[config.mk]
export PLATFORM = sky130hd
export DESIGN_NAME = ram_arbiter
export DESIGN_NICKNAME = d
export VERILOG_FILES = /design/src/rtl/ram_arbiter.sv
export SDC_FILE = /design/constraint.sdc
export NUM_CORES = 1
export LEC_CHECK = 0
export CAP_MARGIN = 40
export CORE_AREA = 2 2 115 117
export DETAILED_ROUTE_END_ITERATION = 6
export DIE_AREA = 0 0 117 119
export PLACE_DENSITY = 0.72
export SYNTH_ARGS = -nofsm -noshare
export SYNTH_HDL_FRONTEND = slang
export SYNTH_SLANG_ARGS = --single-unit
[constraint.sdc]
create_clock -name clk -period 4.8 [get_ports clk]
set_clock_uncertainty 0.05 [all_clocks]
set_input_delay 0.72 -clock clk [delete_from_list [all_inputs] [get_ports clk]]
set_output_delay 0.72 -clock clk [all_outputs]
set_load 0.05 [all_outputs]
[src/rtl/ram_arbiter.sv]
// ram_arbiter
// -----------------------------------------------------------------------------
// Shares one single-port data RAM between two requesters: m0 (core load/store
// path) and m1 (debug / firmware loader). Only one access is in flight at a
// time. Requests are arbitrated round-robin. The arbiter counts out the fixed
// RAM read latency and then returns the read data to the requester that owned
// the read.
//
// Optional build macro: RAM_ARB_M0_PRIORITY_EN
//   Defined   : m0 wins every conflict. m1 is protected from starvation by a
//               wait counter. After MAX_WAIT lost conflicts, m1 wins the next one.
//   Undefined : pure round-robin. MAX_WAIT only takes part in the parameter
//               legality check.
//
// Ports
//   clk, a_reset                     clock (rising edge), async active-high reset
//   mX_req/we/addr/wdata             request from requester X (held until mX_gnt)
//   mX_gnt                           request accepted this cycle
//   mX_rvalid/mX_rdata               read response; rvalid is a 1-cycle pulse and
//                                    rdata holds its value after the pulse
//   ram_en/we/address/wdata          access strobe and payload to the RAM
//   ram_rdata                        RAM read data, valid READ_LATENCY cycles
//                                    after a read strobe
// -----------------------------------------------------------------------------
module ram_arbiter #(
  parameter int RAM_WIDTH    = 31,
  parameter int DATA_WIDTH   = 32,
  parameter int READ_LATENCY = 1,
  parameter int MAX_WAIT     = 4
) (
  input  logic                  clk,
  input  logic                  a_reset,
  input  logic                  m0_req,
  input  logic                  m0_we,
  input  logic [RAM_WIDTH-1:0]  m0_addr,
  input  logic [DATA_WIDTH-1:0] m0_wdata,
  output logic                  m0_gnt,
  output logic                  m0_rvalid,
  output logic [DATA_WIDTH-1:0] m0_rdata,
  input  logic                  m1_req,
  input  logic                  m1_we,
  input  logic [RAM_WIDTH-1:0]  m1_addr,
  input  logic [DATA_WIDTH-1:0] m1_wdata,
  output logic                  m1_gnt,
  output logic                  m1_rvalid,
  output logic [DATA_WIDTH-1:0] m1_rdata,
  output logic                  ram_en,
  output logic                  ram_we,
  output logic [RAM_WIDTH-1:0]  ram_address,
  output logic [DATA_WIDTH-1:0] ram_wdata,
  input  logic [DATA_WIDTH-1:0] ram_rdata
);

  // Catch an illegal configuration at elaboration. The latency counter below
  // is two bits wide, so it supports read latencies of 1 to 4 cycles.
  if (READ_LATENCY < 1 || READ_LATENCY > 4 || MAX_WAIT < 1) begin : gBadParams
    $error("ram_arbiter: READ_LATENCY must be 1..4 and MAX_WAIT at least 1");
  end

  localparam logic [0:0] ST_IDLE = 1'b0;
  localparam logic [0:0] ST_READ = 1'b1;

  localparam int               CNT_W    = 2;
  localparam logic [CNT_W-1:0] CNT_LOAD = CNT_W'(READ_LATENCY - 1);

  logic [0:0]            state_q, state_d;
  logic [CNT_W-1:0]      latCnt_q, latCnt_d;
  logic                  owner_q, owner_d;
  logic                  m0Rvalid_q, m0Rvalid_d;
  logic                  m1Rvalid_q, m1Rvalid_d;
  logic [DATA_WIDTH-1:0] m0Rdata_q, m0Rdata_d;
  logic [DATA_WIDTH-1:0] m1Rdata_q, m1Rdata_d;

  logic grantEn;
  logic winM1;
  logic conflictWinM1;

`ifdef RAM_ARB_M0_PRIORITY_EN
  localparam int                WAIT_W   = $clog2(MAX_WAIT + 1);
  localparam logic [WAIT_W-1:0] WAIT_MAX = WAIT_W'(MAX_WAIT);

  logic [WAIT_W-1:0] waitCnt_q, waitCnt_d;

  // When both requesters conflict, m1 wins only after it has lost MAX_WAIT times.
  assign conflictWinM1 = (waitCnt_q == WAIT_MAX);
`else
  // rrLast_q holds the most recent winner (1 = m1). When both requesters
  // conflict, the other requester wins.
  logic rrLast_q, rrLast_d;

  assign conflictWinM1 = ~rrLast_q;
`endif

  // The grant is chosen combinationally in IDLE. The winner's payload goes to
  // the RAM in the same cycle. When nothing is granted, the address and data
  // muxes default to m0 so that the idle outputs are deterministic.
  assign winM1       = m1_req & (~m0_req | conflictWinM1);
  assign grantEn     = (state_q == ST_IDLE) & (m0_req | m1_req) & ~a_reset;
  assign m0_gnt      = grantEn & ~winM1;
  assign m1_gnt      = grantEn & winM1;
  assign ram_en      = grantEn;
  assign ram_we      = grantEn & (winM1 ? m1_we : m0_we);
  assign ram_address = m1_gnt ? m1_addr  : m0_addr;
  assign ram_wdata   = m1_gnt ? m1_wdata : m0_wdata;

  assign m0_rvalid = m0Rvalid_q;
  assign m1_rvalid = m1Rvalid_q;
  assign m0_rdata  = m0Rdata_q;
  assign m1_rdata  = m1Rdata_q;

  // Next-state logic for the access sequencer.
  // A granted write completes in its grant cycle, so the FSM stays in IDLE.
  // A granted read moves to READ and counts down. When the count reaches 0,
  // ram_rdata is valid: it is captured for the owner and the FSM returns to
  // IDLE. IDLE can then grant again in the same cycle that the response pulse
  // is visible.
  always_comb begin
    state_d    = state_q;
    latCnt_d   = latCnt_q;
    owner_d    = owner_q;
    m0Rvalid_d = 1'b0;
    m1Rvalid_d = 1'b0;
    m0Rdata_d  = m0Rdata_q;
    m1Rdata_d  = m1Rdata_q;
    case (state_q)
      ST_IDLE: begin
        if (grantEn && !ram_we) begin
          state_d  = ST_READ;
          latCnt_d = CNT_LOAD;
          owner_d  = winM1;
        end
      end
      ST_READ: begin
        if (latCnt_q == '0) begin
          state_d = ST_IDLE;
          if (owner_q) begin
            m1Rvalid_d = 1'b1;
            m1Rdata_d  = ram_rdata;
          end else begin
            m0Rvalid_d = 1'b1;
            m0Rdata_d  = ram_rdata;
          end
        end else begin
          latCnt_d = latCnt_q - 1'b1;
        end
      end
      default: state_d = ST_IDLE;
    endcase
  end

`ifdef RAM_ARB_M0_PRIORITY_EN
  // Starvation counter. It counts the IDLE cycles in which m1 was asking but
  // m0 was granted. It clears as soon as m1 is served or stops asking.
  always_comb begin
    waitCnt_d = waitCnt_q;
    if (!m1_req || m1_gnt) begin
      waitCnt_d = '0;
    end else if (m0_gnt && waitCnt_q != WAIT_MAX) begin
      waitCnt_d = waitCnt_q + 1'b1;
    end
  end

  // Register for the starvation counter.
  always_ff @(posedge clk or posedge a_reset) begin
    if (a_reset) begin
      waitCnt_q <= '0;
    end else begin
      waitCnt_q <= waitCnt_d;
    end
  end
`else
  // The round-robin pointer follows every grant.
  always_comb begin
    rrLast_d = rrLast_q;
    if (grantEn) begin
      rrLast_d = winM1;
    end
  end

  // Register for the round-robin pointer. Reset favours m0 first.
  always_ff @(posedge clk or posedge a_reset) begin
    if (a_reset) begin
      rrLast_q <= 1'b1;
    end else begin
      rrLast_q <= rrLast_d;
    end
  end
`endif

  // Sequencer and response registers. A reset during a read aborts the read
  // silently: the state returns to IDLE and no rvalid is ever issued.
  always_ff @(posedge clk or posedge a_reset) begin
    if (a_reset) begin
      state_q    <= ST_IDLE;
      latCnt_q   <= '0;
      owner_q    <= 1'b0;
      m0Rvalid_q <= 1'b0;
      m1Rvalid_q <= 1'b0;
      m0Rdata_q  <= '0;
      m1Rdata_q  <= '0;
    end else begin
      state_q    <= state_d;
      latCnt_q   <= latCnt_d;
      owner_q    <= owner_d;
      m0Rvalid_q <= m0Rvalid_d;
      m1Rvalid_q <= m1Rvalid_d;
      m0Rdata_q  <= m0Rdata_d;
      m1Rdata_q  <= m1Rdata_d;
    end
  end

endmodule

; ---- Yosys cells after proc, flatten, opt, wreduce, memory -nomap -nowiden
; Index checks and enable logic that the tools add are counted.
[totals]
register_bits = 71
in_bits = 164
output_inout_bits = 133
wordCells = 47
[op_classes]
add_sub_neg = 1
eq_ne = 2
muxes = 15
n_bitwise = 14
n_reduce_logical = 7
[op_table]
columns = cell, n
row1 = 32-bit 2-to-1 mux, 1
row2 = 31-bit 2-to-1 mux, 1
row3 = 1-bit 2-to-1 mux, 9
row4 = 1-bit AND, 6
row5 = 1-bit NOT, 6
row6 = 3-bit AND reduction, 2
row7 = 2-bit 2-to-1 mux, 2
row8 = 2-bit one-hot mux with 2 select lines, 1
row9 = 2-bit AND reduction, 2
row10 = 2-bit zero test, 1
row11 = 2-bit by 1-bit inequality test with 1-bit output (second input constant), 1
row12 = 2-bit inequality test (second input constant), 1
row13 = 1-bit bitwise OR, 2
row14 = 1-bit one-hot mux with 2 select lines, 1
row15 = 2-bit by 1-bit subtractor with 2-bit output (second input constant), 1
row16 = 1-bit logical AND, 1
row17 = 1-bit zero test, 1

; ---- Depth between registers and ports, before layout
; Gate-level depths: netlist of run 1.
[depth]
ltp_word = 9
mapped_depth = 7
ltp_nobuf = 6

; ---- Worst setup path after synthesis of run 1
; No wires, ideal clock.
[synth_path]
kind = in2out
start = input a_reset
end = output m0_gnt
arrival_time_ps = 1709
required_ps = 4030
path_slack_ps = 2321
stages = 3
path_buffers = 0
path_cell_list = nor2_1 o21ai_0 nor2_1
[synth_between]
elab_chain_cells = 3
[synth_rtl]
columns = element, line
row1 = from (decl), 32  ; input logic a_reset,
row2 = 1-bit NOT, 98  ; assign grantEn = (state_q == ST_IDLE) & (m0_req | m1_req) & ~a_reset;
row3 = 1-bit AND, 98
row4 = 1-bit AND, 99  ; assign m0_gnt = grantEn & ~winM1;
row5 = to (decl), 37  ; output logic m0_gnt,
; Every way passes these cells.

; ---- Final worst setup path of run 1
[layout_path]
start = input m1_req
end = output ram_address[22]
[layout_between]
elab_chain_cells = 5
elab_cells_between_ends = 6
classes_between = mux (1) / bitwise (5)
[layout_rtl]
columns = element, line
row1 = from (decl), 40  ; input logic m1_req,
row2 = 1-bit bitwise OR, 98
row3 = 1-bit AND (2 in series), 98
row4 = 1-bit AND *, 100  ; assign m1_gnt = grantEn & winM1;
row5 = 31-bit 2-to-1 mux *, 103  ; assign ram_address = m1_gnt ? m1_addr : m0_addr;
row6 = to (decl), 49  ; output logic [RAM_WIDTH-1:0] ram_address,
; Mark *: on every way between the ends. The rest lies on a longest branch, timed or not.

==> summary.md, run 1 <==
| Metric | Value |
|---|---|
| Status | `finished, final reports clean` |
| N_diodes | `0` |
| Average wire per standard cell | `20.3 um` |
| Wirelength, routed | `16,000 um` |
| Total GRT Usage | `22.4%` |
| Register area share after synthesis | `49.1%` |
| Vias/cell | `4.44` |
| Mapped cell area | `3620 sq um` |
| DR pass1 iterations | `4` |
| H-Tree Depth | `3` |
| Post-CTS Setup Bufs | `0` |
| TritonCTS Buffers | `9` |
| Critical Path Most Common Cell | `clkdlybuf4s50_1` |
| Die height | `119 um` |
| F_max | `257 MHz` |
| Period utilization | `81.1%` |
| Critical path fanouts, max | `47` |
| Unique cell type count in the Yosys netlist | `21` |
| Final nets | `769` |
| Tot Pwr | `3.71 mW` |
| RSZ-0062 raised after global routing | `no` |
| Design area | `7100 sq um` |
| Placeable Area | `12,900 sq um` |
| Worst-Margin Slew | `0.710 ns` |
| Fin crit period | `3.89 ns` |
| Metal2 WL | `7630 um` |
| Post-DP Area | `6810 sq um` |
| Max-slew headroom | `52.5%` |
| Crit-path cells | `clkdlybuf4s50_1 -> a21boi_4 -> nand2_4 -> buf_12 -> mux2_4 -> clkdlybuf4s50_1` |
| Vias | `3,484` |
| Cells after synthesis | `307` |
| Endpoints failing setup | `0` |
| Leak Pwr | `3.16 nW` |
| WS Path Type | `input pin to output pin` |
| # DRC | `0` |
| Post-Syn Nets | `472` |
| Hpwl dp | `13,200 um` |
| Final hold viol count | `0` |
| CTS tree | `yes` |
| Clock Sinks | `71` |
| Clock root buffer | `clkbuf_16` |
| Worst path max stage delay | `0.85 ns` |
| Drt initial violations | `126` |
| Post-DRT Antenna Nets | `0` |
| Worst Setup End Kind | `output pin` |
| Leading area contributor after synthesis | `dfrtp_1` |
| IO buf count | `296` |
| Row cnt | `42` |
| First-pass GRT wire length | `22,400 um` |
| Clk slew on worst S/H paths | `0.06 ns` |
| Die X | `117 um` |
| Top cell type's share of synthesized area | `48.4%` |
| I/O pins | `297` |
| Max Cap Viol | `0` |
| Startpoint types | `input pin` |
| Share of cells above drive strength 1 | `19.7%` |
| Worst skew pair latency | `0.33 ns` |
| Bufs on Longest Clock Path | `2` |
| Yosys warnings | `0` |
| CP max-delay cell | `clkdlybuf4s50_1` |
| Worst path bufs/invs | `3` |
| Starting Density | `28.1%` |
| Max Transition Viols Final | `0` |
| Synth top area cells | `dfrtp_1, mux2_2, mux2_4` |
| PD cells | `523 nW/um^2` |
| Vias in the first global route | `3,636` |
| Total grt overflow | `0` |
| Sum of negative setup slack | `0 ns` |
| Delay-heaviest family, CP | `buffers and inverters` |
| Maximum vdd ir drop | `0.362 mV` |
| Area grow syn2layout | `96.2%` |
| Post-cts gate resize count | `0` |
| Largest net degree at the start of global routing | `48` |
| Top layer in use | `met4` |
| Metal3 WL | `1710 um` |
| CP required | `4.03 ns` |
| Initial antenna violation count | `0` |
| GP Congestion | `0.819` |
| Die footprint | `13,900 sq um` |
| Met1 Routed Length | `6380 um` |
| Worst hold path class | `flop to flop` |
| Cts hold-fix bufs | `0` |
| Syn Area/Cell | `11.8 sq um` |
| WP data arrival | `3.12 ns` |
| Synthesized flop and latch total | `71` |
| Hold slack final | `0.420 ns` |
[layer usage]
metal,global-route usage (%),vias to the layer above
met5,0,-
met4,5.22,0
met3,7.79,13
met2,36.5,173
met1,28.4,1675
li1,-,1623
[placed cells by master (no fill, tap or decap)]
| cell type | instances |
|---|---|
| a21boi_4 | 1 |
| and2_1 | 1 |
| buf_12 | 3 |
| buf_16 | 1 |
| buf_4 | 2 |
| bufinv_16 | 1 |
| clkbuf_1 | 2 |
| clkbuf_16 | 9 |
| clkdlybuf4s50_1 | 296 |
| clkinv_2 | 1 |
| clkinvlp_4 | 2 |
| dfrtp_1 | 70 |
| dfstp_2 | 1 |
| ha_1 | 1 |
| inv_1 | 6 |
| inv_2 | 1 |
| inv_6 | 1 |
| mux2_2 | 58 |
| mux2_4 | 37 |
| mux2i_1 | 1 |
| nand2_1 | 102 |
| nand2_4 | 1 |
| nand2b_1 | 2 |
| nand3_2 | 1 |
| nand3b_1 | 1 |
| nor2_1 | 3 |
| o21ai_0 | 2 |
| o22ai_1 | 1 |
| o2bb2ai_1 | 1 |
[worst paths after layout]
check | slack (ns) | to | startpoint | cells past startpoint
max in group asynchronous | 3.06 | m1_rdata[22] | a_reset | 4
hold reg to reg | 0.42 | m0_rdata[18] | m0_rdata[18] | 2
setup reg to reg | 3.13 | m1_rdata[6] | latCnt_q[0] | 5
setup / recovery | 0.91 | ram_address[22] | m1_req | 6
hold / removal | 0.42 | m0_rdata[18] | m0_rdata[18] | 2
min in group asynchronous | 0.68 | m1_rdata[13] | a_reset | 2
[synthesized netlist by cell type (all sizes together)]
cell type / count
dfrtp: 70
nand3: 1
and2: 1
dfstp: 1
mux2i: 1
nand3b: 1
nand2b: 2
buf: 13
a21boi: 1
inv: 7
o2bb2ai: 1
mux2: 95
ha: 1
nor2: 3
nand2: 103
o21ai: 2
clkbuf: 3
o22ai: 1
[state kept, by name (all words and copies together), names as in the netlist]
signal,flops
latCnt_q,2
m1_rvalid,1
owner_q,1
state_q,1
m0_rdata,32
m1_rdata,32
m0_rvalid,1
rrLast_q,1
[through the flow]
step           setup WS [ns]  instances  utilization, %
2_1_floorplan           2.24        307               -
3_3_place_gp           0.950        766            52.3
3_5_place_dp           0.932        769            52.9
4_1_cts                0.915        785            55.1
5_1_grt                0.854        785            55.1
6_report               0.908        785            55.1
[area by class of cell]
cell class / count / area (sq um)
Clock inverter: 5 / 58.8
Clock buffer: 11 / 233
Timing Repair Buffer: 302 / 3070
Tap cell: 176 / 220
Sequential cell: 71 / 1780
Fill cell: 1158 / 5780
Multi-Input combinational cell: 213 / 1720
Inverter: 7 / 26.3
[kinds of logic after synthesis]
group | Yosys count | synth area share [%]
buffers and inverters | 23 | 3.70
multiplexers | 96 | 33.7
adder cells (fa/ha/maj) | 1 | 0.346
AND/OR/NAND/NOR | 111 | 11.9
flip-flops | 71 | 49.1
AO/OA/AOI/OAI | 5 | 1.21
[worst reg2reg max path: stages, from the launching register on]
cell	delay, ns
dfrtp_1	0.39
inv_1	0.09
ha_1	0.20
nand3_2	0.25
buf_12	0.26
mux2_2	0.31
[report_power, final]
part / switching, mW / total (mW) / internal [mW]
Clock: 0.252 / 0.655 / 0.403
Combinational: 1.32 / 2.10 / 0.776
Sequential: 0.126 / 0.957 / 0.832
(Power assumes the default switching activity.)
==> inputs of run 2 (changes only) <==
Clock period 4.8 ns to 3.88 ns, I/O delays scaled along.
==> summary.md, run 2 (synthesis results as in run 1) <==
| Metric | Value |
|---|---|
| Clock root buffer | `clkbuf_16 (unchanged)` |
| RSZ-0062 raised after global routing | `no (unchanged)` |
| Leak Pwr | `3.23 nW (was 3.16 nW)` |
| First-pass GRT wire length | `22,000 um (was 22,400 um)` |
| Starting Density | `28.1% (unchanged)` |
| Largest net degree at the start of global routing | `63 (was 48)` |
| PD cells | `673 nW/um^2 (was 523 nW/um^2)` |
| Max Transition Viols Final | `0 (unchanged)` |
| CP max-delay cell | `clkdlybuf4s50_1 (unchanged)` |
| Commonest non-fill, non-tap cells in the layout | `clkdlybuf4s50_1, nand2_1, dfrtp_1 (unchanged)` |
| Vias in the first global route | `3,598 (was 3,636)` |
| N_diodes | `0 (unchanged)` |
| Critical path fanouts, max | `62 (was 47)` |
| Worst hold path class | `flop to flop (unchanged)` |
| Max Cap Viol | `0 (unchanged)` |
| WS Path Type | `input pin to output pin (unchanged)` |
| Post-DRT Antenna Nets | `0 (unchanged)` |
| FF-to-FF End | `m0_rdata[18] (was m1_rdata[6])` |
| Clk slew on worst S/H paths | `0.06 ns (about the same)` |
| F_max | `289 MHz` |
| H-Tree Depth | `3 (unchanged)` |
| NetSw | `2.10 mW (was 1.70 mW)` |
| DP Worst Slack | `0.443 ns (was 0.932 ns)` |
| WP data arrival | `2.83 ns (was 3.12 ns)` |
| Post-cts gate resize count | `0 (unchanged)` |
| Worst path max stage delay | `0.71 ns (was 0.85 ns)` |
| Clock share of power | `21.3% (was 17.7%)` |
| Maximum vdd ir drop | `0.439 mV (was 0.362 mV)` |
| Drt initial violations | `133 (was 126)` |
| Die footprint | `13,900 sq um (unchanged)` |
| Vias | `3,500 (was 3,484)` |
| Crit path from | `m0_req (was m1_req)` |
| Tot Pwr | `4.80 mW (was 3.71 mW)` |
| CP required | `3.25 ns (was 4.03 ns)` |
| Commonest non-fill, non-tap cell in the layout | `clkdlybuf4s50_1 (unchanged)` |
| Delay-heaviest family, CP | `buffers and inverters (unchanged)` |
| Post-CTS Setup Bufs | `0 (unchanged)` |
| Hpwl dp | `12,900 um (was 13,200 um)` |
| Placeable Area | `12,900 sq um (unchanged)` |
| Vias/cell | `4.45 (was 4.44)` |
| Bufs on Longest Clock Path | `2 (unchanged)` |
| Startpoint types | `input pin (unchanged)` |
| Share of cells above drive strength 1 | `23.6% (was 19.7%)` |
| Period utilization | `89.1%` |
| P_int | `2.69 mW (was 2.01 mW)` |
| GP Congestion | `0.842 (was 0.819)` |
| Clock Sinks | `71 (unchanged)` |
| Row cnt | `42 (unchanged)` |
| DR pass1 iterations | `5 (was 4)` |
| Die X | `117 um (unchanged)` |
| Crit-path cells | `clkdlybuf4s50_1 -> a21boi_4 -> nand2_4 -> buf_12 -> mux2_2 -> clkdlybuf4s50_1 (was clkdlybuf4s50_1 -> a21boi_4 -> nand2_4 -> buf_12 -> mux2_4 -> clkdlybuf4s50_1)` |
| Max-slew headroom | `62.9% (was 52.5%)` |
| Switching share of power | `43.8% (was 45.8%)` |
| Status | `finished, final reports clean (unchanged)` |
| Seq pwr share | `24.6% (was 25.8%)` |
| I/O pins | `297 (unchanged)` |
| Reg2reg start | `latCnt_q[0] (unchanged)` |
| # DRC | `0 (unchanged)` |
| Area grow syn2layout | `97.1% (was 96.2%)` |
| Final nets | `770 (was 769)` |
| Initial antenna violation count | `0 (unchanged)` |
| Setup ws final | `0.423 ns (was 0.908 ns)` |
| Final hold viol count | `0 (unchanged)` |
| Wirelength, routed | `15,700 um (was 16,000 um)` |
| Fin crit period | `3.46 ns` |
| Comb power frac | `54.1% (was 56.5%)` |
| Reg2Reg Depth | `7 (was 5)` |
| TritonCTS Buffers | `9 (unchanged)` |
| Cts hold-fix bufs | `0 (unchanged)` |
| WP depth | `6 (unchanged)` |
| Average wire per standard cell | `20.0 um (was 20.3 um)` |
| Die height | `119 um (unchanged)` |
| IO buf count | `296 (unchanged)` |
| Total GRT Usage | `21.7% (was 22.4%)` |
| Worst-Margin Slew | `0.554 ns (was 0.710 ns)` |
| Endpoints failing setup | `0 (unchanged)` |
| Worst Setup End Kind | `output pin (unchanged)` |
| Critical Path Most Common Cell | `clkdlybuf4s50_1 (unchanged)` |
| Worst path bufs/invs | `3 (unchanged)` |
| CTS tree | `yes (unchanged)` |
| Worst skew pair latency | `0.32 ns (was 0.33 ns)` |
| Sum of negative setup slack | `0 ns (unchanged)` |
| Total grt overflow | `0 (unchanged)` |
| R2R setup slack | `2.21 ns (was 3.13 ns)` |
| Worst Setup EP | `ram_address[8] (was ram_address[22])` |
## run 2: changes by cell type in the layout (fill, tap and decap cells not counted), moves of 2 or more
cell             delta
buf_4              +23
bufinv_16           +3
clkinvlp_4          -2
clkdlybuf4s50_1    -22
## run 2: power by group through the flow
stage / sequential, mW / combinational (mW) / clock (mW)
floorplan: 2.18 / 0.618 / 0
global placement: 1.18 / 2.58 / 0
finish: 1.18 / 2.60 / 1.02
CTS: 1.18 / 2.62 / 1.05
global route: 1.22 / 2.69 / 1.08
detailed placement: 1.19 / 2.60 / 0
## run 2: cell type report
cell class	count	area, sq um
clock buffer	11	243
sequential	71	1780
timing repair buffer	303	3020
inverter	7	26.3
fill	1141	5740
tap	176	220
clock inverter	5	129
multi-input combinational	213	1720
## run 2: layer usage
metal | global-route usage (%) | vias to the layer above | wire length, um
li1 | - | 1616 | -
met1 | 27.7 | 1712 | 6480
met2 | 35.4 | 160 | 7580
met3 | 7.18 | 12 | 1440
met4 | 5.15 | 0 | 223
met5 | 0 | - | 0
## run 2: worst min path at each step
stage,start,endpoint,slack [ns],cells past startpoint
2_1_floorplan,rrLast_q,rrLast_q,0.41,2
3_3_place_gp,m0_rdata[27],m0_rdata[27],0.41,2
3_5_place_dp,m0_rdata[13],m0_rdata[13],0.41,2
4_1_cts,m0_rdata[24],m0_rdata[24],0.43,2
5_1_grt,m0_rdata[6],m0_rdata[6],0.43,2
6_report,m0_rdata[31],m0_rdata[31],0.42,2
## run 2: tightest hold or removal path: stages (launching register included)
cell,delay (ns)
dfrtp_1,0.33
nand2_1,0.05
nand2_1,0.05
## run 2: per-stage QoR
| stage | cells | hold slack [ns] | utilization [%] | cell area, sq um |
|---|---|---|---|---|
| floorplan | 307 | 0.410 | - | 3620 |
| global placement | 767 | 0.408 | 52.0 | 6690 |
| detailed placement | 770 | 0.411 | 52.5 | 6760 |
| CTS | 786 | 0.426 | 55.4 | 7130 |
| global route | 786 | 0.435 | 55.4 | 7130 |
| finish | 786 | 0.420 | 55.4 | 7130 |
==> inputs of run 3 (changes only) <==
Settings changed: PLACE_DENSITY 0.72 to 0.79.
==> summary.md, run 3 (synthesis results as in run 1) <==
| Metric | Value |
|---|---|
| RSZ-0062 raised after global routing | `no (unchanged)` |
| Die footprint | `13,900 sq um (unchanged)` |
| Fin crit period | `3.09 ns (was 3.46 ns)` |
| Cts hold-fix bufs | `0 (unchanged)` |
| Vias/cell | `4.44 (was 4.45)` |
| Bufs on Longest Clock Path | `2 (unchanged)` |
| Critical path fanouts, max | `4 (was 62)` |
| N_diodes | `0 (unchanged)` |
| Post-DRT Antenna Nets | `0 (unchanged)` |
| H-Tree Depth | `3 (unchanged)` |
| Leak Pwr | `3.23 nW (about the same)` |
| Vias | `3,489 (was 3,500)` |
| Die height | `119 um (unchanged)` |
| Total grt overflow | `0 (unchanged)` |
| Maximum vdd ir drop | `0.550 mV (was 0.439 mV)` |
| Final hold viol count | `0 (unchanged)` |
| Max-slew headroom | `63.4% (was 62.9%)` |
| Row cnt | `42 (unchanged)` |
| NetSw | `2.12 mW (was 2.10 mW)` |
| Startpoint types | `input pin (unchanged)` |
| Period utilization | `79.6% (was 89.1%)` |
| Drt initial violations | `80 (was 133)` |
| Final nets | `769 (was 770)` |
| Worst skew pair latency | `0.33 ns (was 0.32 ns)` |
| Switching share of power | `46.2% (was 43.8%)` |
| Commonest non-fill, non-tap cells in the layout | `clkdlybuf4s50_1, nand2_1, dfrtp_1 (unchanged)` |
| Total GRT Usage | `20.4% (was 21.7%)` |
| First-pass GRT wire length | `20,900 um (was 22,000 um)` |
| Worst-Margin Slew | `0.547 ns (was 0.554 ns)` |
| WP data arrival | `2.46 ns (was 2.83 ns)` |
| Status | `finished, final reports clean (unchanged)` |
| Reg2Reg Depth | `5 (was 7)` |
| Wirelength, routed | `14,900 um (was 15,700 um)` |
| Clk slew on worst S/H paths | `0.06 ns (about the same)` |
| Largest net degree at the start of global routing | `70 (was 63)` |
| # DRC | `0 (unchanged)` |
| Starting Density | `28.1% (unchanged)` |
| Post-CTS Setup Bufs | `0 (unchanged)` |
| Tot Pwr | `4.60 mW (was 4.80 mW)` |
| Endpoints failing setup | `0 (unchanged)` |
| Max Transition Viols Final | `0 (unchanged)` |
| Clock share of power | `18.2% (was 21.3%)` |
| Commonest non-fill, non-tap cell in the layout | `clkdlybuf4s50_1 (unchanged)` |
| Hold Path Stages | `2 (unchanged)` |
| TritonCTS Buffers | `9 (unchanged)` |
| F_max | `324 MHz (was 289 MHz)` |
| PD cells | `660 nW/um^2 (was 673 nW/um^2)` |
| Comb power frac | `56.1% (was 54.1%)` |
| Clock Sinks | `71 (unchanged)` |
| Average wire per standard cell | `19.0 um (was 20.0 um)` |
| P_int | `2.47 mW (was 2.69 mW)` |
| IO buf count | `296 (unchanged)` |
| Initial antenna violation count | `1 (was 0)` |
| Clock root buffer | `clkbuf_16 (unchanged)` |
| Area grow syn2layout | `92.4% (was 97.1%)` |
| Post-cts gate resize count | `0 (unchanged)` |
| DR pass1 iterations | `4 (was 5)` |
| Die X | `117 um (unchanged)` |
| Worst Setup End Kind | `output pin (unchanged)` |
| Vias in the first global route | `3,684 (was 3,598)` |
| GP Congestion | `0.774 (was 0.842)` |
| CTS tree | `yes (unchanged)` |
| Hpwl dp | `12,000 um (was 12,900 um)` |
| Worst hold path class | `flop to flop (unchanged)` |
| I/O pins | `297 (unchanged)` |
| Max Cap Viol | `0 (unchanged)` |
| Share of cells above drive strength 1 | `30.5% (was 23.6%)` |
| Sum of negative setup slack | `0 ns (unchanged)` |
| CP required | `3.25 ns (about the same)` |
| Placeable Area | `12,900 sq um (unchanged)` |
| WS Path Type | `input pin to output pin (unchanged)` |
| Seq pwr share | `25.7% (was 24.6%)` |
run 3: cell count changes in the layout (fill, tap and decap cells not counted), sizes merged, moves of 2 or more:
cell / previous run / this run
buf: 29 / 71
bufinv: 4 / 1
clkdlybuf4s50: 274 / 231
clkinv: 1 / 3
run 3: power by group through the flow:
stage               clock network, mW  registers [mW]  logic (mW)
finish                          0.838            1.18        2.58
floorplan                           0            2.18       0.618
global route                    0.892            1.22        2.67
detailed placement                  0            1.19        2.58
global placement                    0            1.17        2.55
CTS                             0.860            1.18        2.60
run 3: per-stage QoR:
step | utilization (%) | hold WS [ns] | cells | setup WS (ns) | instance area, sq um
floorplan | - | 0.410 | 307 | 1.45 | 3620
global placement | 51.2 | 0.408 | 766 | 0.855 | 6590
detailed placement | 51.8 | 0.413 | 769 | 0.801 | 6660
CTS | 54.1 | 0.427 | 785 | 0.785 | 6960
global route | 54.1 | 0.442 | 785 | 0.658 | 6960
finish | 54.1 | 0.422 | 785 | 0.791 | 6960
run 3: critical path: stages:
cell,delay (ns)
clkdlybuf4s50_1,0.43
nor2_1,0.23
o21ai_0,0.24
nor2_1,0.15
clkdlybuf4s50_1,0.82
run 3: worst paths after layout:
| kind | start | endpoint | slack [ns] |
|---|---|---|---|
| min reg2reg | m0_rdata[12] | m0_rdata[12] | 0.42 |
| max | a_reset | m0_gnt | 0.79 |
| min in group asynchronous | a_reset | m0_rdata[8] | 0.49 |
| max reg2reg | latCnt_q[0] | m1_rdata[29] | 2.23 |
| max in group asynchronous | a_reset | m0_rdata[2] | 2.75 |
| min | m0_rdata[12] | m0_rdata[12] | 0.42 |
run 3: cell type report:
| class | instances | area, sq um |
|---|---|---|
| fill | 1133 | 5910 |
| timing repair buffer | 302 | 2920 |
| inverter | 7 | 26.3 |
| clock buffer | 10 | 229 |
| tap | 176 | 220 |
| multi-input combinational | 213 | 1720 |
| clock inverter | 6 | 68.8 |
| sequential | 71 | 1780 |
run 3: routing by layer:
metal  vias up  part of all wire [%]  GRT usage, %
li1       1618                     -             -
met1      1689                    40          23.8
met2       160                    49          35.3
met3        20                   9.5          7.38
met4         2                   1.4          4.93
met5         -                 0.067             0
